==> config.mk <==
export PLATFORM = sky130hd
export DESIGN_NAME = traffic_state_ctrl
export DESIGN_NICKNAME = d
export VERILOG_FILES = /design/src/rtl/traffic_state_ctrl.sv
export SDC_FILE = /design/constraint.sdc
export NUM_CORES = 1
export LEC_CHECK = 0
export CAP_MARGIN = 20
export CORE_UTILIZATION = 39
export DETAILED_ROUTE_END_ITERATION = 8
export PLACE_DENSITY = 0.68
export SKIP_CTS_REPAIR_TIMING = 1
export SLEW_MARGIN = 20
export SYNTH_ARGS = -nofsm -noshare
export SYNTH_HDL_FRONTEND = slang
export SYNTH_SLANG_ARGS = --single-unit
==> constraint.sdc <==
create_clock -name sys_clk -period 4.5 [get_ports sys_clk]
set_input_delay 0.9 -clock sys_clk [delete_from_list [all_inputs] [get_ports sys_clk]]
set_output_delay 0.9 -clock sys_clk [all_outputs]
set_load 0.005 [all_outputs]
==> src/rtl/traffic_state_ctrl.sv <==
// rtl/traffic_state_ctrl.sv - two-way traffic light phase sequencer with
// a one-second prescaler, per-direction countdowns and a hold input.
`timescale 1ns/1ps
module traffic_state_ctrl #(
  parameter int CLK_FREQ    = 50_000_000,
  parameter int GREEN_TIME  = 27,
  parameter int YELLOW_TIME = 3
) (
  input  logic       sys_clk,
  input  logic       sys_rst,
  input  logic       hold,
  output logic [1:0] state,
  output logic [5:0] ew_time,
  output logic [5:0] ns_time,
  output logic       sec_tick
);

  typedef enum logic [1:0] {
    NS_GREEN  = 2'b00,
    NS_YELLOW = 2'b01,
    EW_GREEN  = 2'b10,
    EW_YELLOW = 2'b11
  } phase_t;

  localparam int              CNT_W   = (CLK_FREQ > 1) ? $clog2(CLK_FREQ) : 1;
  localparam logic [CNT_W-1:0] CNT_MAX = CNT_W'(CLK_FREQ - 1);
  localparam logic [5:0]      T_G     = 6'(GREEN_TIME);
  localparam logic [5:0]      T_Y     = 6'(YELLOW_TIME);
  localparam logic [5:0]      T_GY    = 6'(GREEN_TIME + YELLOW_TIME);

  logic [CNT_W-1:0] presc;
  logic             tick;
  phase_t           phase_q, phase_d;
  logic [5:0]       ew_d, ns_d;
  logic [5:0]       run_time;

  // The tick fires on the edge that completes a full unheld second, so the
  // phase update and the registered sec_tick pulse appear together.
  assign tick = !hold && (presc == CNT_MAX);

  always_ff @(posedge sys_clk or posedge sys_rst) begin
    if (sys_rst) begin
      presc    <= '0;
      sec_tick <= 1'b0;
    end else begin
      sec_tick <= tick;
      if (!hold) begin
        presc <= (presc == CNT_MAX) ? '0 : presc + 1'b1;
      end
    end
  end

  always_ff @(posedge sys_clk or posedge sys_rst) begin
    if (sys_rst) begin
      phase_q <= NS_GREEN;
      ns_time <= T_G;
      ew_time <= T_GY;
    end else begin
      phase_q <= phase_d;
      ns_time <= ns_d;
      ew_time <= ew_d;
    end
  end

  // NS runs in the 0x phases, EW in the 1x phases.
  assign run_time = phase_q[1] ? ew_time : ns_time;

  always_comb begin
    phase_d = phase_q;
    ew_d    = ew_time;
    ns_d    = ns_time;
    if (tick) begin
      if (run_time != 6'd1) begin
        ew_d = ew_time - 6'd1;
        ns_d = ns_time - 6'd1;
      end else begin
        unique case (phase_q)
          NS_GREEN: begin
            phase_d = NS_YELLOW;
            ns_d    = T_Y;
            ew_d    = ew_time - 6'd1;
          end
          NS_YELLOW: begin
            phase_d = EW_GREEN;
            ew_d    = T_G;
            ns_d    = T_GY;
          end
          EW_GREEN: begin
            phase_d = EW_YELLOW;
            ew_d    = T_Y;
            ns_d    = ns_time - 6'd1;
          end
          EW_YELLOW: begin
            phase_d = NS_GREEN;
            ns_d    = T_G;
            ew_d    = T_GY;
          end
          default: phase_d = NS_GREEN;
        endcase
      end
    end
  end

  assign state = phase_q;

endmodule

==> summary.md, run 1 <==
• run status: complete, no violations
• length of routed wiring on met1: 2171 um
• Hold Path End: presc[24]
• critical path arrival: 3.23 ns
• worst-case reg-to-reg path depth: 7
• Seq/Total Area, Yosys: 0.4628
• top cell family by delay on the critical path: simple AND/OR/NAND/NOR gates
• final number of hold-violating endpoints: 0
• Fin Hold WS: 0.5039 ns
• Syn Nets: 256
• delay of the slowest cell on the worst path: 0.65 ns
• launching instance or port of the critical path: hold
• setup slack after placement: 1.162 ns
• number of top-level pins: 18
• clock root cell: sky130_fd_sc_hd__clkbuf_8
• fin crit period: 3.008 ns
• cell-by-cell listing of the critical path: clkdlybuf4s50_1, and4b_1, nand4_1, nor4_4, buf_4, o21ai_0, o21ai_0
• Worst-Skew Late Latency: 0.30 ns
• effective utilization at floorplan: 0.4065
• data required time of the worst path: 4.72 ns
• remaining antenna violation count: 0
• WHS Path Cells: 1
• GRT Overall Usage: 0.1746
• Sinks on Clock Net: 41
• Total Neg Setup Slack: 0 ns
• highest metal used: met4
• max-slew violation count: 0
• post-synthesis mux area share: 0.004472
• # fillers: 501
• per-cell via count in the routed design: 5.414
• async set or reset register ratio after synthesis: 1.000
• DRC violation total after the first TritonRoute iteration: 79
• first-pass GRT wire length: 8286 um
• TritonCTS clock tree: yes
• H-tree depth: 2
• GP Congestion: 0.7943
• Final setup viols: 0
• upper clock frequency limit: 332.5 MHz
• relative slew slack: 0.4966
• die width: 77.76 um
• Clock transition at path regs: 0.08 ns
• share of cells above drive strength 1: 0.09774
• total global routing overflow: 0
• count of port buffers added during placement: 17
• overall via count from detail_route: 1830
• Mapped Cells: 246
• Ys Warns: 0
• met3 WL: 156 um
• antenna fix cells: 0
• Worst Min Path Start: presc[24]
• top_reg_cell synth: sky130_fd_sc_hd__dfrtp_1
• crit share post-route: 0.6684
• number of global-route vias before repair: 1769
• dominant combinational cell family by area after synthesis: simple AND/OR/NAND/NOR gates
• Layout area overhead: 15.15%
• leakage dissipation: 1.096 nW
• area of all placed cells without fillers: 2577 um2
• Distinct cells, synth: 41
• # nets final: 276
• Die Footprint: 6047 um2
• beginning of the worst register-to-register path: presc[0]
• synthesized area per cell: 9.099 um2
• die boundary height: 77.76 um
• Max Cap Viol: 0
• Synth Area in Compound Gates: 0.1001
• most common cell after layout, fill and taps aside: sky130_fd_sc_hd__nor2_1
• Power Total: 743.5 uW
• TritonCTS Buffers: 5
• router iterations before antenna repair: 4
• commonest cells after routing, fill and taps aside: sky130_fd_sc_hd__nor2_1, sky130_fd_sc_hd__dfrtp_1, sky130_fd_sc_hd__nand2_1
• peak ir drop on the vdd network: 139.5 uV
• largest net degree at the start of global routing: 42
• number of enable flip-flop cells after synthesis: 0
• combined buffer and inverter count along the critical path: 2
• Power Density: 288.5 nW/um2
• setup repair after global routing missed its margin: no
• cell with the biggest individual delay on the critical path: sky130_fd_sc_hd__nor4_4
• reg-to-reg critical path endpoint: ew_time[0]
• residual DRC count: 0
• Worst Setup End Kind: register
• transition time at the pin with the least slew margin: 0.7501 ns
• Top cell by count, worst path: sky130_fd_sc_hd__o21ai_0
• Core Rows: 27
• post-synthesis sequential element count: 41
• Core Area: 5507 um2
• Register-to-Register Setup Slack: 2.11 ns
• area fraction in and, or, nand and nor cells after synthesis: 0.2661
• Detailed Place HPWL: 3186 um
• Clock Tree Buf Depth: 2
• initial antenna violation count: 0
• DR WL met2: 2119 um
• Max Clock Skew: 0.01374 ns
• Wirelength per Cell: 13.45 um
• adder-cell share of the synthesized area: 0.03913
• Routed WL: 4546 um
• Synth Area in XOR/XNOR: 0.09391
• highest net fanout along the worst path: 12
• startpoint class of the critical path: primary input
• post-place instance area: 2491 um2
• Worst Slack Setup Final: 1.492 ns
• crit path kind: in2reg
• min-delay worst type: reg2reg
• Cell Area, Synth: 2238 um2
-- stage by stage --
stage,instances,utilization
after floorplan,246,-
after global placement,331,0.4524
after detailed placement,331,0.4524
after CTS,338,0.4681
after global routing,338,0.4681
final,338,0.4681
-- layer usage --
metal	up-vias	GRT usage
met4	0	0.07925
li1	896	-
met1	885	0.2304
met5	-	0
met2	40	0.2743
met3	9	0.03529
-- cell usage after synthesis, types with 3 or more instances --
cell	n	share of area
sky130_fd_sc_hd__dfrtp_1	33	0.37
sky130_fd_sc_hd__ha_1	7	0.039
sky130_fd_sc_hd__nor2_1	34	0.057
sky130_fd_sc_hd__nand3_1	17	0.038
sky130_fd_sc_hd__nand2_1	23	0.039
sky130_fd_sc_hd__xor2_1	9	0.035
sky130_fd_sc_hd__o21ai_0	13	0.029
sky130_fd_sc_hd__inv_1	12	0.020
sky130_fd_sc_hd__nand4_1	8	0.022
sky130_fd_sc_hd__xnor2_1	15	0.059
sky130_fd_sc_hd__dfstp_2	8	0.094
sky130_fd_sc_hd__buf_2	3	0.0067
sky130_fd_sc_hd__clkbuf_1	4	0.0067
sky130_fd_sc_hd__nor4_1	4	0.011
sky130_fd_sc_hd__a31oi_1	3	0.0084
sky130_fd_sc_hd__o21ai_1	3	0.0067
sky130_fd_sc_hd__nor3_1	7	0.016
sky130_fd_sc_hd__a21oi_1	13	0.029
-- area by class of cell --
type / instances / area [um2] / area share
repair buffers: 20 / 192.7 / 0.07476
inverters: 12 / 45.04 / 0.01748
clock buffers: 7 / 86.33 / 0.03350
well taps: 72 / 90.09 / 0.03495
flip-flops and latches: 41 / 1036 / 0.4019
multi-input cells: 186 / 1127 / 0.4374
-- power breakdown --
group	leakage, nW	switching, mW	total (mW)	internal [mW]
Clock	0.0443	0.124	0.246	0.122
Combinational	0.530	0.0300	0.0619	0.0319
Sequential	0.522	0.0359	0.436	0.400
-- logic make-up (layout without fill, tap and decap cells) --
group | count (synthesis) | count (layout)
AO/OA/AOI/OAI | 39 | 39
flip-flops | 41 | 41
adder cells (fa/ha/maj) | 7 | 7
multiplexers | 1 | 1
AND/OR/NAND/NOR | 115 | 115
XOR/XNOR | 24 | 24
buffers and inverters | 19 | 39
-- worst max path at each step --
| stage | end | slack [ns] | cells after the start |
|---|---|---|---|
| 6_report | ew_time[0] | 1.49 | 7 |
| 5_1_grt | ew_time[0] | 1.33 | 7 |
| 4_1_cts | ew_time[0] | 1.48 | 7 |
| 3_5_place_dp | ew_time[0] | 1.16 | 7 |
| 3_3_place_gp | ns_time[1] | 1.28 | 7 |
| 2_1_floorplan | ew_time[0] | 2.09 | 6 |
-- flip-flops by register name, summed over array words and instances (netlist names) --
name and cells:
ew_time 6, ns_time 6, presc 26, sec_tick 1
state 2
Note: power is estimated with default switching activity, not from simulation.
==> run 2: changes to the inputs <==
==> constraint.sdc (replaced) <==
create_clock -name sys_clk -period 2.8 [get_ports sys_clk]
set_input_delay 0.56 -clock sys_clk [delete_from_list [all_inputs] [get_ports sys_clk]]
set_output_delay 0.56 -clock sys_clk [all_outputs]
set_load 0.005 [all_outputs]
==> run 2 against run 1 <==
  * Sequential share of layout area down 0.44 points
  * Largest cell class unchanged
  * Critical path type unchanged
  * Final area up 1.1%
  * Clock power up 52%
  * Combinational power up 62%
  * Clock skew down 0.0059 ns
  * Highest routed layer unchanged
  * Critical endpoint is now ns_time[5]
  * Register-to-register slack worse by 1.5 ns
  * Critical path depth down 1
==> summary.md, run 2 (synthesis results as in run 1) <==
• startpoint class of the critical path: primary input
• setup repair after global routing missed its margin: no
• Detailed Place HPWL: 3130 um
• run status: complete, no violations
• critical path arrival: 2.57 ns
• Routed WL: 4481 um
• transition time at the pin with the least slew margin: 0.5297 ns
• commonest cells after routing, fill and taps aside: sky130_fd_sc_hd__nor2_1, sky130_fd_sc_hd__dfrtp_1, sky130_fd_sc_hd__nand2_1
• multi-input gate area in the final layout: 1127 um2
• crit path kind: in2reg
• number of global-route vias before repair: 1752
• combined flip-flop and latch cell area: 1036 um2
• Max Clock Skew: 0.007809 ns
• total global routing overflow: 0
• Core Rows: 27
• DRC violation total after the first TritonRoute iteration: 78
• router iterations before antenna repair: 4
• count of port buffers added during placement: 17
• Wirelength per Cell: 13.10 um
• die width: 77.76 um
• residual DRC count: 0
• highest net fanout along the worst path: 10
• TritonCTS Buffers: 5
• Final setup viols: 0
• top cell family by delay on the critical path: simple AND/OR/NAND/NOR gates
• share of cells above drive strength 1: 0.1037
• min-delay worst type: reg2reg
• Worst Min Path Start: presc[9]
• Die Footprint: 6047 um2
• Register-to-Register Setup Slack: 0.56 ns
• worst-case reg-to-reg path depth: 6
• Total Neg Setup Slack: 0 ns
• GP Congestion: 0.8420
• Layout Cells excl Fill: 342
• beginning of the worst register-to-register path: presc[0]
• most common cell after layout, fill and taps aside: sky130_fd_sc_hd__nor2_1
• Worst Setup End Kind: register
• # nets final: 279
• max-slew violation count: 0
• share of the core filled with cells in the final layout: 0.4733
• delay of the slowest cell on the worst path: 0.74 ns
• relative slew slack: 0.6456
• die boundary height: 77.76 um
• number of placed cells counting well taps: 334
• data required time of the worst path: 2.97 ns
• remaining antenna violation count: 0
• largest net degree at the start of global routing: 42
• Clock transition at path regs: 0.08 ns
• Top cell by count, worst path: sky130_fd_sc_hd__o21ai_0
• peak ir drop on the vdd network: 204.8 uV
• Clock Tree Buf Depth: 2
• number of flip-flops in the largest register: 26
• fin crit period: 2.400 ns
• cell-by-cell listing of the critical path: clkdlybuf4s50_1, and4b_1, nand4_1, or4_1, o21ai_0, o21ai_0
• overall via count from detail_route: 1791
• per-cell via count in the routed design: 5.237
• combined buffer and inverter count along the critical path: 1
• final number of hold-violating endpoints: 0
• largest register by flop count: presc
• Layout area overhead: 16.43%
• leakage dissipation: 1.107 nW
• Hold Path End: presc[9]
• GRT Overall Usage: 0.1679
• effective utilization at floorplan: 0.4065
• Power Density: 450.2 nW/um2
• number of top-level pins: 18
• Core Area: 5507 um2
• cell with the biggest individual delay on the critical path: sky130_fd_sc_hd__or4_1
• reg-to-reg critical path endpoint: ns_time[5]
• upper clock frequency limit: 416.6 MHz
• crit share post-route: 0.8573
• Worst-Skew Late Latency: 0.29 ns
• WHS Path Cells: 1
• clock root cell: sky130_fd_sc_hd__clkbuf_8
• first-pass GRT wire length: 8010 um
• antenna fix cells: 0
• TritonCTS clock tree: yes
• Max Cap Viol: 0
• H-tree depth: 2
• Sinks on Clock Net: 41
• initial antenna violation count: 0
• biggest registers after layout: presc: 26 flops, ew_time: 6 flops, ns_time: 6 flops
• # fillers: 520
[run 2: worst max path at each step]
| stage | startpoint | endpoint | cells after the start |
|---|---|---|---|
| CTS | hold | ns_time[5] | 6 |
| finish | hold | ns_time[5] | 6 |
| detailed placement | hold | ns_time[5] | 6 |
| global route | hold | ns_time[5] | 6 |
| floorplan | hold | ew_time[0] | 6 |
| global placement | hold | ew_time[0] | 6 |
[run 2: report_power, final]
part	total [mW]	leakage (nW)	switching [mW]	internal [mW]
combinational	0.100	0.546	0.0483	0.0521
sequential	0.700	0.522	0.0577	0.642
clock	0.373	0.0395	0.196	0.177
total	1.17	1.11	0.302	0.872
[run 2: final cells by class]
| class | instances | share of cell area |
|---|---|---|
| flip-flops and latches | 41 | 0.3975 |
| clock buffers | 8 | 0.03072 |
| repair buffers | 23 | 0.08737 |
| inverters | 12 | 0.01728 |
| well taps | 72 | 0.03457 |
| multi-input cells | 186 | 0.4325 |
[run 2: layer usage]
metal,vias to the layer above,GRT usage,routed length (um)
met5,-,0,0
met4,0,0.07358,78
met3,8,0.03176,164
met2,35,0.2726,2088
met1,844,0.2169,2149
li1,904,-,-
[run 2: stage by stage]
step	hold slack (ns)	setup WS, ns	area, um2	power [mW]
floorplan	0.4570	0.7330	2238	0.7803
global placement	0.4857	0.1356	2526	0.8084
detailed placement	0.4888	0.05994	2526	0.8128
CTS	0.5031	0.3782	2606	1.191
global route	0.5115	0.2678	2606	1.245
finish	0.5010	0.3997	2606	1.173
[run 2: worst reg2reg max path: cells and delay by family (launching register included)]
| kind | cells | cell delay [ns] |
|---|---|---|
| AO/OA/AOI/OAI | 2 | 0.33 |
| flip-flops | 1 | 0.40 |
| adder cells (fa/ha/maj) | 1 | 0.18 |
| AND/OR/NAND/NOR | 3 | 1.21 |
